[config.mk]
export PLATFORM = sky130hd
export DESIGN_NAME = program_loader_ctrl
export DESIGN_NICKNAME = d
export VERILOG_FILES = /design/src/rtl/program_loader_ctrl_pkg.sv /design/src/rtl/program_loader_ctrl_byte_to_word_assembler.sv /design/src/rtl/program_loader_ctrl.sv
export SDC_FILE = /design/constraint.sdc
export NUM_CORES = 1
export LEC_CHECK = 0
export CAP_MARGIN = 30
export CORE_MARGIN = 2
export CORE_UTILIZATION = 54
export CTS_CLUSTER_DIAMETER = 100
export DETAILED_ROUTE_END_ITERATION = 8
export GPL_TIMING_DRIVEN = 0
export PLACE_DENSITY_LB_ADDON = 0.3
export RECOVER_POWER = 25
export SLEW_MARGIN = 15
export SYNTH_ARGS = -nofsm -noshare
export SYNTH_HDL_FRONTEND = slang
export SYNTH_SLANG_ARGS = --single-unit
[constraint.sdc]
create_clock -name i_clock -period 3.3 [get_ports i_clock]
set_input_delay 0.495 -clock i_clock [delete_from_list [all_inputs] [get_ports i_clock]]
set_output_delay 0.495 -clock i_clock [all_outputs]
set_load 0.05 [all_outputs]
[src/rtl/program_loader_ctrl_pkg.sv]
`default_nettype none
// ============================================================================
// Module  : program_loader_ctrl_pkg
// Brief   : Shared loader constants and state encoding (also used by debug).
// Revision: 1.0 - initial release
// ============================================================================
package program_loader_ctrl_pkg;

    localparam int               c_NB_BYTE        = 8;
    localparam int               c_NB_INSTRUCTION = 16;
    localparam logic [15:0]      c_HALT_WORD      = 16'h0000;

    typedef enum logic [2:0] {
        ST_IDLE      = 3'd0,
        ST_WAIT_LOW  = 3'd1,
        ST_WAIT_HIGH = 3'd2,
        ST_WRITE     = 3'd3,
        ST_DONE      = 3'd4,
        ST_OVERFLOW  = 3'd5
    } state_t;

endpackage

`default_nettype wire

[src/rtl/program_loader_ctrl_byte_to_word_assembler.sv]
`default_nettype none
// ============================================================================
// Module  : program_loader_ctrl_byte_to_word_assembler
// Brief   : Holds the low byte and builds the little-endian instruction word.
// Revision: 1.0 - initial release
// ============================================================================
module program_loader_ctrl_byte_to_word_assembler #(
    parameter int NB_BYTE = 8
) (
    input  logic                 i_clock,
    input  logic                 i_reset,
    input  logic                 i_load_low,
    input  logic                 i_load_high,
    input  logic [NB_BYTE-1:0]   i_byte,
    output logic [2*NB_BYTE-1:0] o_word
);

    logic [NB_BYTE-1:0] r_low_byte;

    always_ff @(posedge i_clock or posedge i_reset) begin
        if (i_reset) begin
            r_low_byte <= '0;
            o_word     <= '0;
        end else begin
            if (i_load_low)
                r_low_byte <= i_byte;
            if (i_load_high)
                o_word <= {i_byte, r_low_byte};
        end
    end

endmodule

`default_nettype wire

[src/rtl/program_loader_ctrl.sv]
`default_nettype none
// ============================================================================
// Module  : program_loader_ctrl
// Brief   : Loads a UART byte stream into instruction RAM until HALT or full.
// Revision: 1.0 - initial release
// ============================================================================
module program_loader_ctrl
    import program_loader_ctrl_pkg::*;
#(
    parameter int                        NB_INSTRUCTION = c_NB_INSTRUCTION,
    parameter int                        NB_ADDR        = 10,
    parameter int                        NB_BYTE        = c_NB_BYTE,
    parameter logic [NB_INSTRUCTION-1:0] HALT_WORD      = c_HALT_WORD
) (
    input  logic                      i_clock,
    input  logic                      i_reset,
    input  logic                      i_start,
    input  logic [NB_BYTE-1:0]        i_rx_data,
    input  logic                      i_rx_valid,
    output logic                      o_ram_write_enable,
    output logic [NB_ADDR-1:0]        o_ram_write_address,
    output logic [NB_INSTRUCTION-1:0] o_ram_data,
    output logic                      o_busy,
    output logic                      o_done,
    output logic                      o_overflow,
    output logic [NB_ADDR:0]          o_word_count,
    output logic                      o_cpu_enable
);

    localparam int RAM_DEPTH = 2**NB_ADDR;

    state_t                    r_state;
    logic [NB_ADDR-1:0]        r_address;
    logic [NB_ADDR:0]          r_count;
    logic                      r_write_enable;
    logic                      r_busy;
    logic                      r_done;
    logic                      r_overflow;
    logic [NB_INSTRUCTION-1:0] w_word;
    logic                      w_halt;
    logic                      w_last_address;
    logic                      w_load_low;
    logic                      w_load_high;

    assign w_halt         = (w_word == HALT_WORD);
    assign w_last_address = (r_address == NB_ADDR'(RAM_DEPTH - 1));

    // A byte arriving in the WRITE cycle is the next low byte unless the load ends there.
    assign w_load_low  = i_rx_valid &&
                         ((r_state == ST_WAIT_LOW) ||
                          ((r_state == ST_WRITE) && !w_halt && !w_last_address));
    assign w_load_high = i_rx_valid && (r_state == ST_WAIT_HIGH);

    program_loader_ctrl_byte_to_word_assembler #(
        .NB_BYTE     (NB_BYTE)
    ) u_byte_to_word_assembler (
        .i_clock     (i_clock),
        .i_reset     (i_reset),
        .i_load_low  (w_load_low),
        .i_load_high (w_load_high),
        .i_byte      (i_rx_data),
        .o_word      (w_word)
    );

    always_ff @(posedge i_clock or posedge i_reset) begin
        if (i_reset) begin
            r_state        <= ST_IDLE;
            r_address      <= '0;
            r_count        <= '0;
            r_write_enable <= 1'b0;
            r_busy         <= 1'b0;
            r_done         <= 1'b0;
            r_overflow     <= 1'b0;
        end else begin
            r_write_enable <= 1'b0;
            case (r_state)
                ST_IDLE, ST_DONE, ST_OVERFLOW: begin
                    if (i_start) begin
                        r_state    <= ST_WAIT_LOW;
                        r_address  <= '0;
                        r_count    <= '0;
                        r_busy     <= 1'b1;
                        r_done     <= 1'b0;
                        r_overflow <= 1'b0;
                    end
                end
                ST_WAIT_LOW: begin
                    if (i_rx_valid)
                        r_state <= ST_WAIT_HIGH;
                end
                ST_WAIT_HIGH: begin
                    if (i_rx_valid) begin
                        r_state        <= ST_WRITE;
                        r_write_enable <= 1'b1;
                    end
                end
                ST_WRITE: begin
                    r_count <= r_count + 1'b1;
                    if (w_halt) begin
                        r_state <= ST_DONE;
                        r_done  <= 1'b1;
                        r_busy  <= 1'b0;
                    end else if (w_last_address) begin
                        r_state    <= ST_OVERFLOW;
                        r_overflow <= 1'b1;
                        r_busy     <= 1'b0;
                    end else begin
                        r_address <= r_address + 1'b1;
                        r_state   <= i_rx_valid ? ST_WAIT_HIGH : ST_WAIT_LOW;
                    end
                end
                default: begin
                    r_state <= ST_IDLE;
                    r_busy  <= 1'b0;
                end
            endcase
        end
    end

    assign o_ram_write_enable  = r_write_enable;
    assign o_ram_write_address = r_address;
    assign o_ram_data          = w_word;
    assign o_busy              = r_busy;
    assign o_done              = r_done;
    assign o_overflow          = r_overflow;
    assign o_word_count        = r_count;
    assign o_cpu_enable        = r_done;

endmodule

`default_nettype wire

Word level (Yosys, flattened, before mapping) --
Cells that the tools add are included.
Word-level totals: register bits 52, input bits 12, output and inout port bits 42, word-level logic and storage cells 69
Cells by class: $add $sub $neg 2, equality and inequality tests 14, multiplexer cells 25, bitwise logic cells 1, reductions and logical operators 18
Operators with widths (number):
- $mux 10 | 3
- $pmux 11 s2 | 1
- $pmux 10 s2 | 1
- $logic_not 16->1 | 1
- $mux 3 | 5
- $ne 2x2->1 const B | 7
- $pmux 3 s4 | 1
- $add 11x1->11 const B | 1
- $mux 11 | 1
- $add 10x1->10 const B | 1
- $eq 10x10->1 const B | 1
- $mux 1 | 9
- $reduce_and 3->1 | 3
- $reduce_and 4->1 | 2
- $eq 3x2->1 const B | 2
- $eq 3x3->1 const B | 2
- $logic_and 1x1->1 | 4
- $pmux 1 s2 | 2
- $eq 3x1->1 const B | 1
- $logic_not 3->1 | 1
- $ne 3x3->1 const B | 1
- $pmux 1 s3 | 1
- $reduce_or 3->1 | 1
- $logic_not 1->1 | 2
- other kinds (6) | 6

Longest topological paths before layout --
depth after elaboration 6, gate-level depth with buffers 7, mapped depth without buffers 5

Hierarchy --
Synthesis repeated with hierarchy kept, for this count alone.
Second synthesis, totals: cell total of the unflattened synthesis 208, area, all modules 2393.5 sq um
By module, submodules not included:
- program_loader_ctrl | times used 1, cells each 156, area an instance 1445.1 sq um, sequential area each 700.7 sq um
- program_loader_ctrl_byte_to_word_assembler | times used 1, cells each 52, area an instance 948.4 sq um, sequential area each 600.6 sq um

Least setup slack after synthesis --
Ideal clock, no wire load.
kind reg2reg, from register r_address[0], in the netlist o_ram_write_address[0], to register r_state[0], setup time 0.073 ns, arrival time 2.013 ns, required time 3.227 ns, path slack 1.214 ns, cell stages (with the launch flop) 7, buffers on the path 1, clock period less this slack 2.086 ns, cell sequence dfrtp_1 > ha_1 > nand4_2 > or3_1 > buf_6 > a211o_1 > a21oi_2
On the way: longest elaborated chain between the ends 4
RTL lines:
- from (decl) | line program_loader_ctrl.sv:33 | logic [NB_ADDR-1:0] r_address;
- from (signal assigned) | line program_loader_ctrl.sv:108 | r_address <= r_address + 1'b1;
- $eq 10x10->1 | line program_loader_ctrl.sv:46 | assign w_last_address = (r_address == NB_ADDR'(RAM_DEPTH - 1));
- $mux 3 | line program_loader_ctrl.sv:103 | end else if (w_last_address) begin
- $mux 3 | line program_loader_ctrl.sv:99 | if (w_halt) begin
- $pmux 3 s4 | line program_loader_ctrl.sv:76 | case (r_state)
- to (signal assigned) | line program_loader_ctrl.sv:109 | r_state <= i_rx_valid ? ST_WAIT_HIGH : ST_WAIT_LOW;
- to (decl) | line program_loader_ctrl.sv:32 | state_t r_state;
Every way passes these cells. A chain may end at the register's enable or synchronous reset.

Worst setup path in the final report --
from input i_rx_valid, to register u_byte_to_word_assembler.o_word[13]
On the way: longest elaborated chain between the ends 1
RTL lines:
- from (decl) | line program_loader_ctrl.sv:19 | input logic i_rx_valid,
- $logic_and 1x1->1 | line program_loader_ctrl.sv:52 | assign w_load_high = i_rx_valid && (r_state == ST_WAIT_HIGH);
- via u_byte_to_word_assembler.i_load_high | line program_loader_ctrl_byte_to_word_assembler.sv:13 | input logic i_load_high,
- to (signal assigned) | line program_loader_ctrl_byte_to_word_assembler.sv:28 | o_word <= {i_byte, r_low_byte};
- to (decl) | line program_loader_ctrl_byte_to_word_assembler.sv:15 | output logic [2*NB_BYTE-1:0] o_word
The timed path passes the listed nets, and every way through them passes these cells.

==> impl_metrics.env <==
export IMPL_finalHoldViolCount=0
export IMPL_synth_adder_area_share_pct=1.03
export IMPL_syn_area_um2=2430
export IMPL_worst_pin_slew_ns=0.601
export IMPL_cp_slowest_cell="clkdlybuf4s50_1"
export IMPL_setup_viol_count_final=0
export IMPL_worstReg2RegStart="o_ram_write_address[0]$_DFFE_PP0P_"
export IMPL_clock_sinks=52
export IMPL_io_pins=54
export IMPL_layout_common_cells="clkdlybuf4s50_1 (52), dfrtp_1 (52), mux2_2 (24)"
export IMPL_required_ns=3.49
export IMPL_drt_wl_total_um=5110
export IMPL_path_cells="clkdlybuf4s50_1, nor2b_1, and3b_1, buf_2, buf_2, mux2_2"
export IMPL_syn2layout_area_growth_pct=29.4
export IMPL_finalCritPeriodShare_pct=64.8
export IMPL_power_leakage_nw=1.38
export IMPL_critical_path_most_common_cell="buf_2"
export IMPL_dr_pass1_iters=4
export IMPL_insertion_delay_ns=0.30
export IMPL_grt_max_degree=38
export IMPL_synth_top_family_by_area="simple AND/OR/NAND/NOR gates"
export IMPL_crit_buf_inv=3
export IMPL_ant_nets=0
export IMPL_fin_tns_setup_ns=0
export IMPL_crit_path_end_kind="register"
export IMPL_syn_inst=214
export IMPL_r2r_end="u_byte_to_word_assembler.r_low_byte[4]$_DFFE_PP0P_"
export IMPL_skew_ns=0.00706
export IMPL_min_path_type="reg2reg"
export IMPL_max_freq_mhz=468
export IMPL_core_area_um2=4350
export IMPL_initial_core_util_pct=55.7
export IMPL_hold_depth=1
export IMPL_yosysWarnings=0
export IMPL_cts_made_buffers=5
export IMPL_dp_hpwl_um=3770
export IMPL_cts_resized=0
export IMPL_pre_cts_slack_ns=0.860
export IMPL_grt_pass1_wl_um=8620
export IMPL_port_buffer_count=53
export IMPL_fp_dieArea_um2=5040
export IMPL_crit_path_start_kind="primary input"
export IMPL_power_total_w=0.00275
export IMPL_synth_cell_types=39
export IMPL_grt_antenna_before_repair=0
export IMPL_synthXorXnorAreaFrac_pct=0
export IMPL_timing_final_ws_setup_ns=1.16
export IMPL_r2r_setup_slack_ns=1.38
export IMPL_vdd_drop_max_uv=658
export IMPL_ys_seq_area_share_pct=53.6
export IMPL_synth_main_ff_cell="dfrtp_1"
export IMPL_via_per_inst=5.83
export IMPL_rsz0062_at_grt="false"
export IMPL_synth_seq_cells=52
export IMPL_clk_pin_slew_ns=0.09
export IMPL_min_to="o_word_count[10]$_DFFE_PP0P_"
export IMPL_drtIter0Drc=142
export IMPL_final_util_pct=72.1
export IMPL_synth_edf_count=0
export IMPL_die_y_um=71.0
export IMPL_cts_tree="built"
export IMPL_power_density_nw_per_um2=876
export IMPL_cp_arrival_ns=2.33
export IMPL_maxCapViolCount=0
export IMPL_grt_ovfl_total=0
export IMPL_route_detailed_drc=0
export IMPL_drive_gt1_share_pct=17.4
export IMPL_grtUsageTotal_pct=21.3
export IMPL_worstPathMaxFanout=10
export IMPL_avgSynthCellArea_um2=11.3
export IMPL_clock_path_buffers=2
export IMPL_cts_root_buf="clkbuf_8"
export IMPL_place_congestion=0.797
export IMPL_cp_top_family="buffers and inverters"
export IMPL_synth_simple_area_share_pct=16.8
export IMPL_htree_levels=2
export IMPL_row_count=24
export IMPL_cp_depth=6
export IMPL_slew_headroom_pct=59.9
export IMPL_critPathMaxStageDelay_ns=0.53
export IMPL_hold_buffers=0
export IMPL_syn_num_nets=228
export IMPL_synth_compound_area_share_pct=8.66
export IMPL_layout_nets=289
export IMPL_drv_slew=0
export IMPL_die_w_um=71.0
export IMPL_vias=1911
export IMPL_status="finished clean"
export IMPL_synth_mux_area_share_pct=16.1
export IMPL_cts_setup_buffers=0
export IMPL_grt_pass1_vias=1872
export IMPL_critical_path_class="in2reg"
export IMPL_async_reset_ff_share_pct=100
export IMPL_rr_worst_depth=5
export IMPL_wl_per_cell_um=15.6
export IMPL_period_needed_ns=2.14
export IMPL_num_antenna_cells=0
export IMPL_min_delay_start="o_word_count[10]$_DFFE_PP0P_"
how the worst max path moves through the flow:
stage / start / to / slack (ns)
after floorplan: o_ram_write_address[0]$_DFFE_PP0P_ / r_state[0]$_DFFE_PP0P_ / 1.21
after global placement: i_reset / o_ram_write_address[7]$_DFFE_PP0P_ / 0.61
after detailed placement: i_rx_valid / u_byte_to_word_assembler.o_word[13]$_DFFE_PP0P_ / 0.86
after CTS: i_rx_valid / u_byte_to_word_assembler.o_word[13]$_DFFE_PP0P_ / 1.18
after global routing: i_rx_valid / u_byte_to_word_assembler.o_word[11]$_DFFE_PP0P_ / 1.07
final: i_rx_valid / u_byte_to_word_assembler.o_word[13]$_DFFE_PP0P_ / 1.16
layer usage:
layer	vias up	wire (µm)	share of wire, %	global-route usage (%)
met5	-	0	0	0
met4	0	27	0.53	5.66
met3	2	230	4.5	3.13
met2	48	2520	49	37.3
met1	956	2330	46	27.8
li1	905	-	-	-
report_power, final:
| part | internal (W) | switching [W] |
|---|---|---|
| clock | 0.000170 | 0.000211 |
| sequential | 0.000842 | 0.000168 |
| combinational | 0.000518 | 0.000841 |
| total | 0.00153 | 0.00122 |
metrics by stage:
step                      hold slack, ns  cells  area (µm²)
after floorplan                    0.475    214        2430
after global placement             0.467    319        3020
after detailed placement           0.477    320        3040
after CTS                          0.481    328        3140
after global routing               0.517    328        3140
final                              0.492    328        3140
worst reg2reg max path, delay by kind of cell (launching register included):
family          cells  cell delay, ns
mux                 1            0.39
fa+ha+maj           1            0.26
simple gates        1            0.15
compound gates      2            0.58
flops               1            0.44
final cells by class:
class	count	area (µm²)
Tap cell	52	65.1
Timing Repair Buffer	54	551
Inverter	6	22.5
Buffer	11	70.1
Sequential cell	52	1300
Clock inverter	2	15.0
Multi-Input combinational cell	145	1030
Fill cell	314	1210
Clock buffer	6	82.6
registers in the layout, summed over array words and instances (netlist names):
| signal | count |
|---|---|
| r_state | 3 |
| u_byte_to_word_assembler.r_low_byte | 8 |
| o_word_count | 11 |
| u_byte_to_word_assembler.o_word | 16 |
| o_overflow | 1 |
| o_ram_write_address | 10 |
| o_cpu_enable | 1 |
| o_busy | 1 |
| o_ram_write_enable | 1 |
Yosys cell counts, drive strengths merged (6+ instances only):
cell type,instances,area share [%]
buf,10,2.7
nand2,23,3.6
mux2,24,11
dfrtp,52,54
inv,6,0.93
nor4,6,1.5
o21ai,13,2.7
mux2i,12,5.0
nand4,13,3.6
kinds of logic (layout without fill, tap and decap cells):
logic type / after synthesis / count (layout)
fa+ha+maj: 2 / 2
simple gates: 75 / 75
compound gates: 32 / 32
buf+inv: 17 / 79
mux: 36 / 36
flops: 52 / 52
(Power assumes the default switching activity.)
